File: src/rtl/red_pitaya_pid_seq.sv
// Setpoint ramp / integrator-reset sequencer for one PID block.
// On start it holds the integrator in reset, slews the setpoint toward a
// latched target in bounded steps at a programmable rate, waits a settle
// time and then pulses done. Abort returns to IDLE, keeps the setpoint and
// re-asserts the integrator reset.
//
// Handshake: start_i is a level and is sampled every cycle. It is accepted
// only in IDLE with abort_i low. done_o is a single-cycle pulse that
// coincides with busy_o falling. abort_i overrides everything in every state.
module red_pitaya_pid_seq #(
  parameter int IRST_LEN = 16,
  parameter int IW       = 16
) (
  input  logic          clk_i,
  input  logic          rstn_i,
  input  logic          start_i,
  input  logic          abort_i,
  input  logic [13:0]   target_i,
  input  logic [13:0]   step_i,
  input  logic [IW-1:0] interval_i,
  input  logic [IW-1:0] settle_i,
  output logic [13:0]   sp_o,
  output logic          irst_o,
  output logic          busy_o,
  output logic          done_o,
  output logic [2:0]    dbg_state_o
);

  localparam logic [2:0] ST_IDLE   = 3'd0;
  localparam logic [2:0] ST_IRST   = 3'd1;
  localparam logic [2:0] ST_RAMP   = 3'd2;
  localparam logic [2:0] ST_SETTLE = 3'd3;
  localparam logic [2:0] ST_DONE   = 3'd4;

  // The integrator-reset counter only needs to reach IRST_LEN-1.
  localparam int         RW        = (IRST_LEN > 1) ? $clog2(IRST_LEN) : 1;
  localparam logic [RW-1:0] IRST_LAST = RW'(IRST_LEN - 1);

  logic [2:0]    state_q,    state_d;
  logic [13:0]   sp_q,       sp_d;
  logic          irst_q,     irst_d;
  logic          busy_q,     busy_d;
  logic          done_q,     done_d;
  logic [13:0]   tgt_q,      tgt_d;
  logic [13:0]   step_q,     step_d;
  logic [IW-1:0] intv_q,     intv_d;
  logic [IW-1:0] settle_q,   settle_d;
  logic [IW-1:0] cnt_q,      cnt_d;
  logic [RW-1:0] irst_cnt_q, irst_cnt_d;

  logic signed [14:0] diff;
  logic [14:0]        abs_diff;
  logic [14:0]        sp_ext;
  logic [14:0]        step_ext;
  logic [13:0]        sp_upd;
  logic               ramp_end;

  // One ramp update: 15-bit difference so target - sp never overflows;
  // a non-final step always stays inside the 14-bit range because the
  // remaining distance exceeds the step.
  always_comb begin
    sp_ext   = {sp_q[13], sp_q};
    step_ext = {1'b0, step_q};
    diff     = $signed({tgt_q[13], tgt_q}) - $signed(sp_ext);
    abs_diff = diff[14] ? 15'(-diff) : 15'(diff);
    if ((step_q == 14'd0) || (abs_diff <= step_ext)) begin
      sp_upd = tgt_q;
    end else if (diff[14]) begin
      sp_upd = 14'(sp_ext - step_ext);
    end else begin
      sp_upd = 14'(sp_ext + step_ext);
    end
  end

  // Next-state and output logic for the sequencer.
  always_comb begin
    state_d    = state_q;
    sp_d       = sp_q;
    irst_d     = irst_q;
    busy_d     = busy_q;
    done_d     = 1'b0;
    tgt_d      = tgt_q;
    step_d     = step_q;
    intv_d     = intv_q;
    settle_d   = settle_q;
    cnt_d      = cnt_q;
    irst_cnt_d = irst_cnt_q;
    ramp_end   = 1'b0;

    if (abort_i) begin
      state_d = ST_IDLE;
      irst_d  = 1'b1;
      busy_d  = 1'b0;
    end else begin
      case (state_q)
        ST_IDLE: begin
          if (start_i) begin
            tgt_d      = target_i;
            step_d     = step_i;
            intv_d     = interval_i;
            settle_d   = settle_i;
            irst_cnt_d = '0;
            state_d    = ST_IRST;
            irst_d     = 1'b1;
            busy_d     = 1'b1;
          end
        end
        ST_IRST: begin
          if (irst_cnt_q == IRST_LAST) begin
            state_d = ST_RAMP;
            irst_d  = 1'b0;
            cnt_d   = '0;
          end else begin
            irst_cnt_d = irst_cnt_q + RW'(1);
          end
        end
        ST_RAMP: begin
          if (sp_q == tgt_q) begin
            ramp_end = 1'b1;
          end else if (cnt_q == intv_q) begin
            sp_d  = sp_upd;
            cnt_d = '0;
            if (sp_upd == tgt_q) begin
              ramp_end = 1'b1;
            end
          end else begin
            cnt_d = cnt_q + IW'(1);
          end
        end
        ST_SETTLE: begin
          if (cnt_q == (settle_q - IW'(1))) begin
            state_d = ST_DONE;
            busy_d  = 1'b0;
            done_d  = 1'b1;
          end else begin
            cnt_d = cnt_q + IW'(1);
          end
        end
        ST_DONE: begin
          state_d = ST_IDLE;
        end
        default: begin
          state_d = ST_IDLE;
          irst_d  = 1'b1;
          busy_d  = 1'b0;
        end
      endcase

      // Target reached: skip SETTLE entirely when no settle time is set.
      if (ramp_end) begin
        cnt_d = '0;
        if (settle_q == '0) begin
          state_d = ST_DONE;
          busy_d  = 1'b0;
          done_d  = 1'b1;
        end else begin
          state_d = ST_SETTLE;
        end
      end
    end
  end

  // State registers with synchronous active-low reset.
  always_ff @(posedge clk_i) begin
    if (!rstn_i) begin
      state_q    <= ST_IDLE;
      sp_q       <= '0;
      irst_q     <= 1'b1;
      busy_q     <= 1'b0;
      done_q     <= 1'b0;
      tgt_q      <= '0;
      step_q     <= '0;
      intv_q     <= '0;
      settle_q   <= '0;
      cnt_q      <= '0;
      irst_cnt_q <= '0;
    end else begin
      state_q    <= state_d;
      sp_q       <= sp_d;
      irst_q     <= irst_d;
      busy_q     <= busy_d;
      done_q     <= done_d;
      tgt_q      <= tgt_d;
      step_q     <= step_d;
      intv_q     <= intv_d;
      settle_q   <= settle_d;
      cnt_q      <= cnt_d;
      irst_cnt_q <= irst_cnt_d;
    end
  end

  assign sp_o        = sp_q;
  assign irst_o      = irst_q;
  assign busy_o      = busy_q;
  assign done_o      = done_q;
  assign dbg_state_o = state_q;

endmodule

File: config.mk
export PLATFORM = sky130hd
export DESIGN_NAME = red_pitaya_pid_seq
export DESIGN_NICKNAME = d
export VERILOG_FILES = /design/src/rtl/red_pitaya_pid_seq.sv
export SDC_FILE = /design/constraint.sdc
export NUM_CORES = 1
export LEC_CHECK = 0
export ABC_AREA = 1
export BUFFER_PORTS_ARGS = -buffer_cell sky130_fd_sc_hd__clkbuf_2
export CORE_MARGIN = 3
export CORE_UTILIZATION = 55
export CTS_CLUSTER_DIAMETER = 30
export DETAILED_ROUTE_END_ITERATION = 6
export MAX_ROUTING_LAYER = met4
export PLACE_DENSITY = 0.81
export SETUP_SLACK_MARGIN = 0.02
export SYNTH_ARGS = -nofsm -noshare
export SYNTH_HDL_FRONTEND = slang
export SYNTH_SLANG_ARGS = --single-unit
File: constraint.sdc
create_clock -name clk_i -period 4.4 [get_ports clk_i]
set_input_delay 0.88 -clock clk_i [delete_from_list [all_inputs] [get_ports clk_i]]
set_output_delay 0.88 -clock clk_i [all_outputs]
set_load 0.02 [all_outputs]
==> results summary <==
The row count is 43. The maximum number of pins on one net before global-route repair is 70. In this run, synthesis produced a sequential element count of 100. For flop-to-flop paths, the worst setup slack is -0.25 ns. The ratio of total power to cell area came out at 419 nW/um^2. The area inside the core boundary is ~14000 um^2. Among all cell types in the netlist, the one instantiated most often is sky130_fd_sc_hd__nand2_1.

The critical path in this run is classified as reg -> reg. The total leakage power is between 5 and 6 nW. The layout overhead on the synthesized area is 29.8%. Using the TritonRoute via totals, the vias-per-cell ratio works out to ~5.7. Across the run, the number of max-cap violations was 1. The final HPWL from detailed placement came out at between 15000 and 20000 um. The number of pins with negative max-slew slack in the final report is 0. For this run, global-route usage on met3 was measured as 0.0509. The number of iterations in the first detailed-routing pass came out at 6. The layout cell share with drive strength beyond 1 is 0.281. The final-stage net count came out at ~1500. The startpoint type of the worst setup path is a flip-flop.

The count of inserted antenna diode cells is 0. The simple-gate share of the synthesized area is 0.292. The remaining max-slew budget at the tightest pin is 0.00469. The final route contains around 9000 vias. By count the netlist is led by 208 x sky130_fd_sc_hd__nand2_1, 175 x sky130_fd_sc_hd__inv_1, 134 x sky130_fd_sc_hd__nor2_1. The final reports fail on max-capacitance violations, negative setup slack.

The final critical-path setup slack is -0.249 ns. The ratio of final minimum period to clock period came out at 1.06. In the synthesized netlist the dominant register cell turns out to be sky130_fd_sc_hd__dfxtp_1. Counting I/O delays and the setup requirement, the final critical path takes approximately 4.6 ns. The number of buffers between clock root and the deepest sink came out at 2. The initial standard-cell utilization of the core is 0.567. In this design, the stage delay of the slowest critical-path cell is between 0.4 and 0.5 ns. The path with the worst hold slack has its endpoint at settle_q[1]. The startpoint identified for the worst hold timing path is settle_q[1].

met2 is the most crowded layer. sky130_fd_sc_hd__dfxtp_1 takes more of the synthesized area than any other cell. The main combinational cell family by area after synthesis is simple AND/OR/NAND/NOR gates.

On the critical path, the stage with the largest delay is an instance of sky130_fd_sc_hd__fa_2. Along the worst hold path, the cell count comes to 2. The worst hold path belongs to the class reg -> reg.

The area share of fa/ha/maj cells after synthesis is 0.0776. The quantity of I/O buffers inserted on ports came out at 83. The number of enable flip-flop cells after synthesis came out at 0. When the netlist entered floorplanning its net count stood at around 1300.

The routability congestion estimate is roughly 1.0. The largest vdd supply drop is around 0.3 mV. The unique cell type count in the Yosys netlist came out at 47. The setup clock skew after layout is 0.00872 ns. The via count of the first global-routing pass came out at between 8000 and 9000. The area of all placed cells without fillers came out at about 10000 um^2.

The detailed-route DRC error count came out at 0. The xor and xnor area share after synthesis came out at 0.0872. The first global-routing pass estimated between 30000 and 40000 um of wire. Data on the critical path is required at its endpoint by 4.66 ns. The global-route track usage on met1 is 0.343. The remaining global-route overflow came out at 0. For the worst setup path, the data arrival time is just under 5 ns.

The mux contribution to synthesized area came out at 0. The flow ran to the end, but the final reports show violations. The number of top-level design ports came out at between 80 and 90. The top achievable clock speed came out at approximately 220 MHz. The area share of the largest cell type after synthesis came out at 0.252. Yosys attributes the largest share of cell area to sky130_fd_sc_hd__dfxtp_1 25%, sky130_fd_sc_hd__nand2_1 9.8%, sky130_fd_sc_hd__inv_1 8.3%. The post-route antenna net violation count is 0. The compound-gate portion of the synthesized area is 0.174. The number of design-rule violations left by the first detailed-router iteration is roughly 760. Of all nets on the critical path, the largest fanout is 5.

The endpoint identified for the worst register-to-register timing path is busy_o. The total power draw came out at approximately 4.3 mW. The total number of clock tree sinks came out at 100. The synthesis warning total is 0. After synthesis, the mean cell area works out to between 6 and 7 um^2. The part of the Yosys area used for sequential elements came out at 0.252.

Clock-pin slew was measured on the worst setup and hold paths at around 0.07 ns. The clock root buffer is sky130_fd_sc_hd__clkbuf_16. Summed over all failing endpoints, the final setup total negative slack is -4.07 ns. The H-tree was split into 3 levels. TritonCTS built the clock tree. The die outline area came out at 15900 um^2.

The total global-route track usage is 0.300. The number of hold buffers added after CTS was 0. The die is around 130 um wide.

The setup-violating endpoint count in the final report came out at 21. The number of hold violations in the final report is 0. The post-synthesis async set-or-reset flop share came out at 0.

At the later pin of the worst-skew pair, clock insertion delay measures roughly 0.36 ns. The transition at the pin with the smallest max-transition slack is 1.49 ns. The wire length after detailed routing is about 25000 um. In this run the critical register-to-register path is launched from tgt_q[0]. In this run, CTS created clock tree buffers numbering 9. The initial antenna violation count is 0. The height of the die came out at ~130 um. The gate count of the mapped netlist came out at 1214. Prior to clock tree synthesis, the placed netlist has a worst setup slack of -0.409 ns. Setup repair after global routing could not meet its margin everywhere. The average wire length per cell after detail routing came out at about 16 um. The met2 layer usage reported by global route is 0.510. The area of the mapped netlist came out at between 7000 and 8000 um^2.

The count of cells along the worst register-to-register path is 34. The placed instances occupy a cell area of a little over 9000 um^2. The worst setup path is captured at a flip-flop.
layout by cell type (no fill, tap or decap), types with 5 or more instances in the layout:
cell	Yosys	layout
sky130_fd_sc_hd__nand2_1	208	189
sky130_fd_sc_hd__inv_1	175	167
sky130_fd_sc_hd__buf_4	1	136
sky130_fd_sc_hd__nor2_1	134	122
sky130_fd_sc_hd__o21ai_0	112	107
sky130_fd_sc_hd__dfxtp_1	100	98
sky130_fd_sc_hd__clkbuf_2	0	83
sky130_fd_sc_hd__a21oi_1	86	74
sky130_fd_sc_hd__xor2_1	62	56
sky130_fd_sc_hd__nand4_1	43	43
sky130_fd_sc_hd__ha_1	46	37
sky130_fd_sc_hd__nand3_1	40	31
sky130_fd_sc_hd__nand2_2	10	26
sky130_fd_sc_hd__a21oi_2	12	22
sky130_fd_sc_hd__nor2_2	14	21
sky130_fd_sc_hd__inv_2	10	19
sky130_fd_sc_hd__nor3_1	20	18
sky130_fd_sc_hd__xnor2_1	17	16
sky130_fd_sc_hd__o21ai_1	10	14
sky130_fd_sc_hd__nand3_2	5	12
sky130_fd_sc_hd__a211oi_1	10	10
sky130_fd_sc_hd__clkbuf_16	0	9
sky130_fd_sc_hd__nand2_8	0	8
sky130_fd_sc_hd__nor4_1	8	8
sky130_fd_sc_hd__nand3b_1	7	7
sky130_fd_sc_hd__ha_4	0	7
sky130_fd_sc_hd__nor2_4	1	6
sky130_fd_sc_hd__xor2_2	0	6
sky130_fd_sc_hd__nor3_2	3	5
sky130_fd_sc_hd__nand2_4	4	5
sky130_fd_sc_hd__a2111oi_0	5	5
repair_timing:
item	in CTS	in global routing
gates cloned	3	3
setup endpoints to repair	21	35
pin swaps	20	44
gates resized for setup	49	65
buffers inserted	8	7
worst max-delay path, delay by kind of cell (launching register included):
| kind | cells | cell delay (ns) |
|---|---|---|
| DFF | 1 | 0.33 |
| xor gates and xnor gates | 1 | 0.21 |
| and+or+nand+nor | 16 | 1.88 |
| AOI/OAI and AO/OA | 2 | 0.20 |
| buffers and inverters | 12 | 1.07 |
| adders and majority gates | 3 | 0.83 |
cells by family after synthesis:
logic type | Yosys count
fa+ha+maj | 48
xor+xnor | 79
simple gates | 506
compound gates | 250
buf+inv | 231
flops | 100
cell type report:
| cell class | count | area (um^2) |
|---|---|---|
| timing repair buffer | 222 | 1490 |
| multi-input combinational | 889 | 5580 |
| fill | 1048 | 3690 |
| clock buffer | 10 | 229 |
| clock inverter | 6 | 70.1 |
| sequential | 100 | 2000 |
| tap | 180 | 225 |
| inverter | 187 | 702 |
where the power goes:
group          leakage [nW]  switching, mW  internal [mW]
combinational          4.09           1.45           1.03
clock                 0.141          0.386          0.447
sequential            0.819         0.0542          0.955
routing by layer:
metal,share of wire,vias up,wire length (um)
met1,0.39,4167,9650
met2,0.50,415,12500
met3,0.061,100,1530
met5,0,-,0
li1,-,4349,-
met4,0.051,0,1270
sequential cells by signal, indices dropped and copies added, names as in the netlist, 3 cells and up:
name	count
step_q	14
dbg_state_o	3
sp_o	14
settle_q	16
tgt_q	14
irst_cnt_q	4
cnt_q	16
intv_q	16
through the flow:
step | hold slack (ns) | std cells | util
3_5_place_dp | 0.476 | 1557 | 0.666
5_1_grt | 0.510 | 1594 | 0.736
6_report | 0.490 | 1594 | 0.736
3_3_place_gp | 0.468 | 1557 | 0.666
4_1_cts | 0.486 | 1584 | 0.709
2_1_floorplan | 0.448 | 1214 | -
worst max-delay path by stage:
stage / from / end
2_1_floorplan: sp_o[0] / cnt_q[6]
3_3_place_gp: tgt_q[0] / dbg_state_o[1]
3_5_place_dp: tgt_q[0] / dbg_state_o[2]
4_1_cts: tgt_q[0] / busy_o
5_1_grt: tgt_q[0] / dbg_state_o[0]
6_report: tgt_q[0] / busy_o
(Power assumes the default switching activity.)
